File: src/rtl/hd_pkg.sv
// Shared types and constants for the load-use hazard / stall controller.
// Optional feature macro used by the top level: STALL_CNT_EN.
package hd_pkg;

  // Controller state: idle, or in the tail of a multi-cycle load-use stall.
  typedef enum logic [0:0] {
    IDLE     = 1'b0,
    LD_STALL = 1'b1
  } hd_state_e;

  // Architectural register 0 is hard-wired to zero and never creates a hazard.
  localparam int REG_ZERO = 0;

  // Pipeline enable set driven by the controller.
  typedef struct packed {
    logic pc_write;
    logic if_id_write;
    logic ctrl_pass;
    logic if_id_flush;
    logic pipe_hold;
  } hd_ctrl_t;

  // Free-running pipe: everything advances, nothing is flushed or held.
  localparam hd_ctrl_t CTRL_NORMAL = '{pc_write: 1'b1, if_id_write: 1'b1,
                                       ctrl_pass: 1'b1, if_id_flush: 1'b0,
                                       pipe_hold: 1'b0};

  // Data memory busy: whole pipe frozen, ID/EX holds its contents (no bubble).
  localparam hd_ctrl_t CTRL_BUSY   = '{pc_write: 1'b0, if_id_write: 1'b0,
                                       ctrl_pass: 1'b1, if_id_flush: 1'b0,
                                       pipe_hold: 1'b1};

  // Load-use stall: PC and IF/ID held, bubble injected into ID/EX.
  localparam hd_ctrl_t CTRL_STALL  = '{pc_write: 1'b0, if_id_write: 1'b0,
                                       ctrl_pass: 1'b0, if_id_flush: 1'b0,
                                       pipe_hold: 1'b0};

  // Taken branch: fetch continues from the target, wrong-path IF/ID is cleared.
  localparam hd_ctrl_t CTRL_FLUSH  = '{pc_write: 1'b1, if_id_write: 1'b1,
                                       ctrl_pass: 1'b1, if_id_flush: 1'b1,
                                       pipe_hold: 1'b0};

endpackage

File: src/rtl/hd_src_match.sv
// Compares one ID-stage source register against the EX-stage load destination.
// A source only matches when the instruction actually reads it and the
// destination is not register 0.
module hd_src_match
  import hd_pkg::*;
#(
  parameter int ADDR_W = 5
) (
  input  logic [ADDR_W-1:0] src_i,
  input  logic              src_valid_i,
  input  logic [ADDR_W-1:0] dest_i,
  output logic              match_o
);

  logic dest_nonzero;

  assign dest_nonzero = (dest_i != ADDR_W'(REG_ZERO));
  assign match_o      = src_valid_i & dest_nonzero & (src_i == dest_i);

endmodule

File: src/rtl/hazard_stall_ctrl.sv
// Load-use hazard detection and pipeline stall/flush control for the ID stage.
// Holds PC and IF/ID for LOAD_LAT cycles on a load-use hazard, freezes the
// whole pipe while data memory is busy, and flushes IF/ID on a taken branch.
// Optional macro STALL_CNT_EN adds a saturating counter of PC-hold cycles.
module hazard_stall_ctrl
  import hd_pkg::*;
#(
  parameter int ADDR_W   = 5,
  parameter int LOAD_LAT = 1,
  parameter int CNT_W    = 32
) (
  input  logic              clk_i,
  input  logic              rst_i,
  input  logic [ADDR_W-1:0] id_rs_i,
  input  logic [ADDR_W-1:0] id_rt_i,
  input  logic              id_rs_valid_i,
  input  logic              id_rt_valid_i,
  input  logic [ADDR_W-1:0] ex_rt_i,
  input  logic              ex_memread_i,
  input  logic              mem_busy_i,
  input  logic              branch_taken_i,
  output logic              pc_write_o,
  output logic              if_id_write_o,
  output logic              ctrl_pass_o,
  output logic              if_id_flush_o,
  output logic              pipe_hold_o
`ifdef STALL_CNT_EN
  ,
  output logic [CNT_W-1:0]  stall_cnt_o
`endif
);

  // Counter just wide enough to hold LOAD_LAT-1 remaining stall cycles.
  localparam int CW = (LOAD_LAT < 1) ? 1 : $clog2(LOAD_LAT + 1);

  hd_state_e       state_q, state_d;
  logic [CW-1:0]   cnt_q, cnt_d;
  logic            rs_hit, rt_hit, hit;
  logic            stall;
  hd_ctrl_t        ctrl;

  hd_src_match #(.ADDR_W(ADDR_W)) u_rs_match (
    .src_i       (id_rs_i),
    .src_valid_i (id_rs_valid_i),
    .dest_i      (ex_rt_i),
    .match_o     (rs_hit)
  );

  hd_src_match #(.ADDR_W(ADDR_W)) u_rt_match (
    .src_i       (id_rt_i),
    .src_valid_i (id_rt_valid_i),
    .dest_i      (ex_rt_i),
    .match_o     (rt_hit)
  );

  assign hit = ex_memread_i & (rs_hit | rt_hit);

  // Stall is immediate on the detection cycle and unconditional in LD_STALL.
  assign stall = (state_q == LD_STALL) | ((state_q == IDLE) & hit);

  // Next-state logic; a busy data memory freezes both state and counter.
  always_comb begin
    state_d = state_q;
    cnt_d   = cnt_q;
    if (!mem_busy_i) begin
      unique case (state_q)
        IDLE: begin
          // With a single-cycle latency EX already carries the bubble next
          // cycle, so no extra state is needed.
          if (hit && (LOAD_LAT > 1)) begin
            state_d = LD_STALL;
            cnt_d   = CW'(LOAD_LAT - 1);
          end
        end
        LD_STALL: begin
          if (cnt_q == CW'(1)) begin
            state_d = IDLE;
            cnt_d   = '0;
          end else begin
            cnt_d = cnt_q - CW'(1);
          end
        end
        default: begin
          state_d = IDLE;
          cnt_d   = '0;
        end
      endcase
    end
  end

  // State and stall counter registers; reset aborts any stall in progress.
  always_ff @(posedge clk_i or negedge rst_i) begin
    if (!rst_i) begin
      state_q <= IDLE;
      cnt_q   <= '0;
    end else begin
      state_q <= state_d;
      cnt_q   <= cnt_d;
    end
  end

  // Output priority: reset, memory busy, load stall, branch flush, normal.
  always_comb begin
    ctrl = CTRL_NORMAL;
    if (!rst_i) begin
      ctrl = CTRL_NORMAL;
    end else if (mem_busy_i) begin
      ctrl = CTRL_BUSY;
    end else if (stall) begin
      ctrl = CTRL_STALL;
    end else if (branch_taken_i) begin
      ctrl = CTRL_FLUSH;
    end
  end

  assign pc_write_o    = ctrl.pc_write;
  assign if_id_write_o = ctrl.if_id_write;
  assign ctrl_pass_o   = ctrl.ctrl_pass;
  assign if_id_flush_o = ctrl.if_id_flush;
  assign pipe_hold_o   = ctrl.pipe_hold;

`ifdef STALL_CNT_EN
  logic [CNT_W-1:0] stall_cnt_q;

  // Count every cycle the PC is held (load stall or busy), saturating.
  always_ff @(posedge clk_i or negedge rst_i) begin
    if (!rst_i) begin
      stall_cnt_q <= '0;
    end else if (!ctrl.pc_write && (stall_cnt_q != {CNT_W{1'b1}})) begin
      stall_cnt_q <= stall_cnt_q + CNT_W'(1);
    end
  end

  assign stall_cnt_o = stall_cnt_q;
`endif

endmodule

File: config.mk
export PLATFORM = sky130hd
export DESIGN_NAME = hazard_stall_ctrl
export DESIGN_NICKNAME = d
export VERILOG_FILES = /design/src/rtl/hd_pkg.sv /design/src/rtl/hd_src_match.sv /design/src/rtl/hazard_stall_ctrl.sv
export SDC_FILE = /design/constraint.sdc
export NUM_CORES = 1
export LEC_CHECK = 0
export ABC_AREA = 0
export CAP_MARGIN = 5
export CORE_AREA = 2 2 39 41
export DETAILED_ROUTE_END_ITERATION = 10
export DIE_AREA = 0 0 41 43
export GPL_TIMING_DRIVEN = 0
export RECOVER_POWER = 100
export SKIP_LAST_GASP = 1
export SLEW_MARGIN = 5
export SYNTH_ARGS = -nofsm -noshare
export SYNTH_HDL_FRONTEND = slang
export SYNTH_SLANG_ARGS = --single-unit
export TNS_END_PERCENT = 20
File: constraint.sdc
create_clock -name clk_i -period 1.9 [get_ports clk_i]
set_input_delay 0.285 -clock clk_i [delete_from_list [all_inputs] [get_ports clk_i]]
set_output_delay 0.285 -clock clk_i [all_outputs]
set_load 0.02 [all_outputs]
[Yosys cells after proc, flatten, opt, wreduce, memory -nomap -nowiden]
Index checks and enable logic that the tools add are counted.
Word-level totals
  register bits: 2
Operators by class
  add/subtract/negate cells: 1
  bitwise operators: 10
  reduce and logical (&&, ||, !) cells: 2
  equal/unequal tests: 2
  mux-type cells: 7
Operators by type and width (number)
  2-to-1 mux 5 bit: 3
  equality test 5 bit: 2
  AND 1 bit: 6
  nonzero test 5 bit: 1
  2-to-1 mux 1 bit: 3
  2-to-1 mux 2 bit: 1
  NOT 1 bit: 2
  bitwise OR 1 bit: 2
  AND reduction 2 bit: 1
  subtractor 1 bit, second input constant: 1

[Longest topological paths before layout]
Gate-level depths: netlist of the first run.
  depth after elaboration: 10
  mapped depth: 5

[By module]
Synthesis of the first run repeated with hierarchy kept, for this count alone.
Second synthesis, totals
  cells, all modules: 33
  area total of the unflattened synthesis: 275.3 sq um
Modules (own cells, without submodules)
  hd_src_match: instances 2, cells an instance 10, area each 70.1 sq um
  hazard_stall_ctrl: instances 1, cells an instance 13, area each 135.1 sq um

[Worst setup path after synthesis of the first run]
OpenSTA, ideal clock, no wires.
  path kind: input port to output port
  from: input ex_rt_i[0]
  to: output pc_write_o
  data required time: 1.615 ns
  path slack: -0.067 ns
  arrival: 1.682 ns
  cell stages on the path: 4
  cells stage by stage: or4_1 o21a_1 a31oi_1 buf_4
Between the ends
  cells in the longest elaborated chain, start to end: 10
RTL lines
  start: declaration: line hazard_stall_ctrl.sv:18  | input logic [ADDR_W-1:0] ex_rt_i,
  nonzero test 5 bit: line hd_src_match.sv:17  | assign dest_nonzero = (dest_i != ADDR_W'(REG_ZERO));
  AND 1 bit (2 in a row): line hd_src_match.sv:18  | assign match_o = src_valid_i & dest_nonzero & (src_i == dest_i);
  bitwise OR 1 bit *: line hazard_stall_ctrl.sv:56  | assign hit = ex_memread_i & (rs_hit | rt_hit);
  AND 1 bit *: line hazard_stall_ctrl.sv:56
  AND 1 bit *: line hazard_stall_ctrl.sv:59  | assign stall = (state_q == LD_STALL) | ((state_q == IDLE) & hit);
  bitwise OR 1 bit *: line hazard_stall_ctrl.sv:59
  2-to-1 mux 5 bit *: line hazard_stall_ctrl.sv:109  | end else if (stall) begin
  2-to-1 mux 5 bit *: line hazard_stall_ctrl.sv:107  | end else if (mem_busy_i) begin
  2-to-1 mux 5 bit *: line hazard_stall_ctrl.sv:105  | if (!rst_i) begin
  end: declaration: line hazard_stall_ctrl.sv:22  | output logic pc_write_o,
Every way passes the cells marked *; elsewhere a longest branch is shown, timed or not.

[Worst setup path in the final report of the first run]
Same ends and word-level chain as after synthesis.

==> results.md, run 1 <==
- The flow ran to the end, and the final reports show no timing, DRC or antenna violations.
- The clock tree buffer depth is 2.
- The worst flop-to-flop path startpoint is state_q.
- The depth of the CTS H-tree is 1.
- The DRC violation count after routing is 0.
- The initialized floorplan defines 14 standard-cell rows.
- The final layout contains 87 nets.
- Counting every net in the synthesized netlist gives 54.
- The first-pass GRT wire length is 1340 um.
- The clock network accounts for 39.0% of the total power.
- Clock tree synthesis found a total of 2 sinks.
- For this run, the register share of the synthesized area comes to 18.9%.
- The top-level port count is 27.
- The number of antenna violations at the first check in global routing is 0.
- Wire segments on met2 add up to 402 um in the final route.
- The average detailed-routed wire length per instance is 9.95 um.
- The total overflow left after global routing is 0.
- Clock-pin slew was measured on the worst setup and hold paths at 30 ps.
- The overall routing resource usage is 11.4%.
- The number of fill cells in the layout is 154.
- The area of all placed cells without fillers is 596 um^2.
- In this run, CTS created clock tree buffers numbering 3.
- The critical path ends at pc_write_o.
- The flip-flop and latch count after synthesis is 2.
- The power per standard cell area is 382 nW/um^2.
- Synthesis produced 32 cells.
- In this design, the stage delay of the slowest critical-path cell is 500 ps.
- The routed layout has 341 vias.
- Setup violations remaining at the end of the flow were counted as 0.
- The worst pin sits at a relative slew slack of 86.0%.
- The detailed router finished its first iteration with 0 violations.
- The highest achievable clock rate is 0.539 GHz.
- The number of buffers and inverters on the critical path is 3.
- The worst-case IR drop observed on VDD is 369 uV.
- During synthesis, Yosys emitted a total of 0 warnings.
- Entering global routing, the biggest net connects 7 pins.
- The die height is 43 um.
- The max-cap violation count is 0.
- For this run, the detailed router's first-pass iteration total came to 1.
- The analysis attributes to cell leakage a power of 0.314 nW.
- At the pin with the least slew margin, the transition time is 211 ps.
- The share of total power dissipated in sequential elements is 18.9%.
- Counting distinct cell types in the post-synthesis netlist gives 14.
- The setup skew after layout is 5.11 ps.
- The final critical-path required period is 1850 ps.
- The detailed router put a total of 291 um of wire on met1.
- In this run switching power makes up 24.3% of total power.
- Per report_power, the combinational group accounts for 42.2% of the total.
- The clock tree from TritonCTS is done.
- The area of placed instances is 552 um^2.
- The area taken by flip-flops and latches is 50.0 um^2.
- At the worst endpoint, the required time is 1620 ps.
- For this configuration, the core starts out at a cell density of 19.2%.
- For this design the total switching power over the nets is 0.0000552 W.
- The total count of hold-check failures in the final report was 0.
- The standard cell core area is 1380 um^2.
- For the worst-skew pair, the clock arrives at the later sink with an insertion delay of 220 ps.
- Along the worst path, the maximum fanout reaches 3.
- The tightest min-delay check is of the flip-flop to flip-flop type.
- In this run the horizontal extent of the chip is 41 um.
- In this run the worst setup path begins at ex_rt_i[0].
- In the routed layout, each cell is associated on average with a via count of 4.32.
- The number of cells on the worst reg-to-reg path is 2.
- In the final layout, the multi-input gates occupy 216 um^2.
- The cell area that synthesis handed to floorplanning was 265 um^2.
- The number of nets with antenna violations after detailed routing is 0.
- Hold timing on the final database bottoms out at a slack of 464 ps.
- Clock tree synthesis selected as its root buffer the cell sky130_fd_sc_hd__clkbuf_4.
- The number of pins with negative max-slew slack in the final report is 0.
- Cells fill 43.0% of the core in the end.
- A synthesized cell averages 8.29 um^2.
- The congestion estimate from routability-driven global placement came to 0.603.
- On the critical path the largest part of the delay comes from simple AND/OR/NAND/NOR gates.
- The wire-length estimate of the detail-placed layout is 656 um.
- Setup repair after global routing could not meet its margin everywhere.
- The post-route netlist has 25.4% of its cells at a drive strength greater than 1.
- The synthesis-to-finish area growth is 125%.
- The via count of the first global-routing pass is 356.
- The floorplan step defined a die boundary enclosing 1760 um^2.
- The signal on the critical path passes through buf_2, or4_1, o21a_1, a31oi_2, buf_4, buf_6.
- The critical path class is primary input to primary output.
- STA classifies the critical path startpoint as a primary input.
- The highest layer touched by signal routing is met3.
- The fraction of the cycle the final worst path needs is 97.6%.
- The reg-to-reg endpoint is cnt_q.
- The worst setup path is captured at a primary output.
- The hold path depth is 1.
- The worst path setup slack after routing is 45.4 ps.
- The final antenna diode count is 0.
- Data on the critical path arrives at its endpoint at 1570 ps.
- The master of the slowest instance on the critical path is sky130_fd_sc_hd__or4_1.
- Cell internal power was estimated by the tool at 0.000172 W.
- In this run the register-to-register setup slack is 1150 ps.
- Wire segments on met3 add up to 92 um in the final route.
- The worst setup slack before clock tree synthesis is -831 ps.
- Wires add up to 786 um.
- The port buffer count is 26.
- In this run the number of cells on the critical path is 6.
-- cells in the final DEF, fill, tap and decap left out, drive strengths merged --
cell type,Yosys,final
a211oi,1,1
a21boi,1,1
a31oi,2,2
and2,2,2
buf,1,9
clkbuf,0,4
clkdlybuf4s50,0,6
dfrtp,2,2
dlygate4sd2,0,2
dlygate4sd3,0,1
dlymetal6s2s,0,10
inv,1,1
nand2,4,4
nand4,2,2
nor2b,1,1
o21a,2,2
o22ai,1,1
or4,1,1
xnor2,11,11
-- cell families after synthesis --
| family | count (synthesis) | share of synthesized area [%] |
|---|---|---|
| xor gates and xnor gates | 11 | 36.3 |
| and+or+nand+nor | 10 | 20.3 |
| AOI/OAI and AO/OA | 7 | 20.3 |
| DFF | 2 | 18.9 |
| buffers and inverters | 2 | 4.24 |
-- state kept, by name, summed over array words and instances (netlist names) --
name     count
cnt_q        1
state_q      1
-- cell usage after synthesis --
cell type | instances | share of area, %
sky130_fd_sc_hd__a21boi_0 | 1 | 2.8
sky130_fd_sc_hd__o22ai_1 | 1 | 2.4
sky130_fd_sc_hd__a211oi_2 | 1 | 4.7
sky130_fd_sc_hd__nand4_1 | 2 | 4.7
sky130_fd_sc_hd__xnor2_1 | 11 | 36
sky130_fd_sc_hd__nor2b_1 | 1 | 2.4
sky130_fd_sc_hd__and2_1 | 2 | 4.7
sky130_fd_sc_hd__nand2_1 | 4 | 5.7
sky130_fd_sc_hd__or4_1 | 1 | 2.8
sky130_fd_sc_hd__o21a_1 | 2 | 5.7
sky130_fd_sc_hd__buf_4 | 1 | 2.8
sky130_fd_sc_hd__inv_1 | 1 | 1.4
sky130_fd_sc_hd__a31oi_1 | 2 | 4.7
sky130_fd_sc_hd__dfrtp_1 | 2 | 19
-- worst min path at each step --
stage | from | end | slack [ps]
floorplan | rst_i | cnt_q | -10
global placement | cnt_q | cnt_q | 460
detailed placement | cnt_q | cnt_q | 460
CTS | rst_i | state_q | 290
global route | cnt_q | state_q | 520
finish | cnt_q | cnt_q | 460
-- stage by stage --
stage / instances / setup TNS, ps / total power (W)
2_1_floorplan: 32 / 0 / 0.0000823
3_3_place_gp: 74 / -3170 / 0.000145
3_5_place_dp: 74 / -3050 / 0.000145
4_1_cts: 78 / -19.5 / 0.000234
5_1_grt: 79 / -12.6 / 0.000248
6_report: 79 / 0 / 0.000227
-- per-layer routing --
metal	global-route usage, %	vias up
li1	-	175
met1	11.6	150
met2	18.1	16
met3	5.76	0
met4	6.00	0
met5	0	-
-- repair_timing --
item	in CTS	in global routing
setup endpoints to repair	5	4
pin swaps	4	15
endpoints found under the hold margin	0	2
gates resized for setup	34	16
gates cloned	0	0
buffers inserted	1	0
hold buffers	0	1
-- power groups by stage --
stage / Clock, W / Combinational [W] / Sequential (W)
3_3_place_gp: 0 / 0.000102 / 0.0000434
5_1_grt: 0.000101 / 0.000104 / 0.0000429
4_1_cts: 0.0000922 / 0.0000986 / 0.0000429
3_5_place_dp: 0 / 0.000102 / 0.0000434
2_1_floorplan: 0 / 0.0000389 / 0.0000434
6_report: 0.0000885 / 0.0000958 / 0.0000429
-- area by class of cell --
class,instances,area share (%)
clock buffer,3,3.78
multi-input combinational,28,36.3
sequential,2,8.40
inverter,1,0.630
buffer,1,1.26
tap,16,3.36
timing repair buffer,28,46.2
Note: power is estimated with default switching activity, not from simulation.
==> inputs of run 2 (changes only) <==
Settings changed: SKIP_LAST_GASP 1 to unset.
==> run 2 against run 1 <==
Compared with the run above: global-route usage did not move; wire length fell by 0.13%; cell count did not move; non-clock buffer count did not move; critical path type unchanged; critical endpoint unchanged; largest cell class unchanged; largest power group unchanged; highest routed layer unchanged.
==> results.md, run 2 (synthesis results as in run 1) <==
- In this run the most critical hold path is launched from cnt_q.
- The first global-routing pass estimated 1340 um of wire.
- After detailed routing, the average wire length per cell comes to 9.94 um.
- The worst setup path is launched from a primary input.
- Power spread over the standard cell area amounts to 378 nW/um^2.
- The category of cells accounting for the largest share of critical-path delay is simple AND/OR/NAND/NOR gates.
- The effective utilization at floorplan is 19.2%.
- The die is 43 um tall.
- For this run, the detailed router's first-pass iteration total came to 1.
- The setup skew after layout is 5.11 ps.
- Clock latency on the worst-skew pair, taken at its later pin, is 220 ps.
- The number of pins with negative max-slew slack in the final report came to 0.
- For the worst setup path, the data required time is 1620 ps.
- The detailed router placed 341 vias in this run.
- The detailed-route vias per instance is 4.32.
- After detailed routing, the number of remaining DRC violations is 0.
- After routing, the total negative slack on setup checks comes to 0 ps.
- The critical path class is primary input to primary output.
- The via count of the first global-routing pass is 356.
- During I/O placement, the number of pins put on the boundary was 27.
- Compared with the post-synthesis result, the final layout area differs by 128%.
- The master of the slowest instance on the critical path is sky130_fd_sc_hd__or4_1.
- The critical path ends at pc_write_o.
- Buffers inserted during clock tree synthesis total 3.
- In this run the core area contains 14 standard-cell rows.
- The number of sinks handled by clock tree synthesis is 2.
- The port buffer count is 26.
- The origin of the worst setup path is ex_rt_i[2].
- For the worst flop-to-flop path, the logic depth is 2.
- In this run the tightest slew margin relative to its limit is 86.0%.
- No sink is reached through more buffers than the 2 on the longest clock path.
- The remaining global-route overflow is 0.
- The largest registers in the layout are cnt_q x1, state_q x1.
- After filler insertion, the fill cell instance count of the layout stands at 154.
- The die covers 1760 um^2.
- Leaving out fill and tap cells, the most frequent cell in the layout is sky130_fd_sc_hd__xnor2_1.
- The placed wire-length estimate after detailed placement is 656 um.
- The reg-to-reg endpoint is cnt_q.
- The total count of hold-check failures in the final report was 0.
- The largest driver fanout on the critical path is 3.
- The number of nets in the final layout is 87.
- In this run the remaining antenna-violating nets after routing total 0.
- The fraction of the cycle the final worst path needs is 97.1%.
- The routability congestion estimate is 0.603.
- The clock transition at the registers of the reported paths is 30 ps.
- Summed over all layers, the routed wires come to 785 um.
- The type of destination of the critical path is a primary output.
- The ratio of cells with drive above 1 in the final layout is 25.4%.
- The floorplan step defined a core boundary enclosing 1380 um^2.
- On the worst path, the slowest cell contributes a delay of 510 ps.
- In the global route stage, overall resource usage came out at 11.4%.
- The type of the tightest min-delay check is flip-flop to flip-flop.
- CTS placed an instance of sky130_fd_sc_hd__clkbuf_4 at the clock tree root.
- 0 antenna diodes ended up in the layout.
- The register-to-register setup slack is 1150 ps.
- In the layout the commonest cells are 11 x sky130_fd_sc_hd__xnor2_1, 10 x sky130_fd_sc_hd__dlymetal6s2s_1, 5 x sky130_fd_sc_hd__clkdlybuf4s50_1.
- The depth of the CTS H-tree is 1.
- The slew at the pin with the worst max-slew slack is 211 ps.
- The number of buffers and inverters on the critical path is 3.
- The largest vdd supply drop is 369 uV.
- Setup repair after global routing could not meet its margin everywhere.
- The maximum number of pins on one net before global-route repair is 7.
- The die is 41 um wide.
- The number of logic stages on the critical path including buffering is 6.
- The final-report setup violation count is 0.
- Counting I/O delays and the setup requirement, the final critical path takes 1850 ps.
- The highest achievable clock rate is 0.542 GHz.
- The worst hold margin is 464 ps.
- The run finished with clean final reports.
- The signal arrival time at the worst endpoint is 1560 ps.
- The number of design-rule violations left by the first detailed-router iteration is 0.
- The worst register-to-register path begins at state_q.
- The leakage dissipation is 0.317 nW.
- TritonCTS built the clock tree.
- Walking the worst path, the cells encountered are buf_8, or4_1, o21a_1, a31oi_2, buf_4, buf_6.
- The number of antenna violations at the first check in global routing was 0.
- The max-cap violation count is 0.
[run 2: changes by cell type in the layout (fill, tap and decap cells not counted)]
| cell | change |
|---|---|
| sky130_fd_sc_hd__clkbuf_4 | +1 |
| sky130_fd_sc_hd__clkdlybuf4s50_1 | -1 |
| sky130_fd_sc_hd__buf_8 | +1 |
| sky130_fd_sc_hd__buf_4 | -1 |
| sky130_fd_sc_hd__dlygate4sd3_1 | +1 |
| sky130_fd_sc_hd__buf_2 | -1 |
[run 2: through the flow]
| step | cell area, um^2 | setup WS (ps) | power, W | utilization (%) | std cells |
|---|---|---|---|---|---|
| global placement | 552 | -858 | 0.000145 | 39.9 | 74 |
| global route | 606 | -13.7 | 0.000249 | 43.8 | 79 |
| CTS | 557 | 8.33 | 0.000233 | 40.2 | 78 |
| detailed placement | 552 | -831 | 0.000145 | 39.9 | 74 |
| finish | 606 | 54.7 | 0.000229 | 43.8 | 79 |
| floorplan | 272 | 58.7 | 0.0000823 | - | 32 |
[run 2: area by class of cell]
cell class | instances | area, um^2 | share of cell area [%]
Buffer | 1 | 7.51 | 1.24
Clock buffer | 3 | 22.5 | 3.72
Inverter | 1 | 3.75 | 0.620
Multi-Input combinational cell | 28 | 216 | 35.7
Sequential cell | 2 | 50.0 | 8.26
Tap cell | 16 | 20.0 | 3.31
Timing Repair Buffer | 28 | 285 | 47.1
[run 2: per-layer routing]
layer	share of wire (%)	vias to the layer above	track usage (%)
met1	37	150	11.6
met4	0	0	6.00
met3	12	0	5.76
met5	0	-	0
met2	51	16	18.1
li1	-	175	-
[run 2: worst min-delay path by stage]
stage,end,slack [ps],cells after the start
after floorplan,cnt_q,-10,0
final,cnt_q,460,1
after global routing,state_q,520,1
after detailed placement,cnt_q,460,1
after CTS,state_q,290,1
after global placement,cnt_q,460,1
[run 2: repair_timing]
action	in CTS	in global routing
hold buffers	0	1
endpoints found under the hold margin	0	2
resized for setup	36	17
setup endpoints to repair	5	3
pin swaps	4	15
setup buffers	1	0
[run 2: report_power, final]
part / internal [W] / leakage (nW) / switching [W] / total [W]
combinational: 0.0000614 / 0.276 / 0.0000360 / 0.0000974
sequential: 0.0000429 / 0.0280 / 0 / 0.0000429
clock: 0.0000693 / 0.0138 / 0.0000192 / 0.0000885
total: 0.000174 / 0.317 / 0.0000552 / 0.000229
[run 2: worst reg2reg max path: stages, from the launching register on]
cell and delay [ps]:
sky130_fd_sc_hd__dfrtp_1 410, sky130_fd_sc_hd__nand2_1 90, sky130_fd_sc_hd__xnor2_1 130
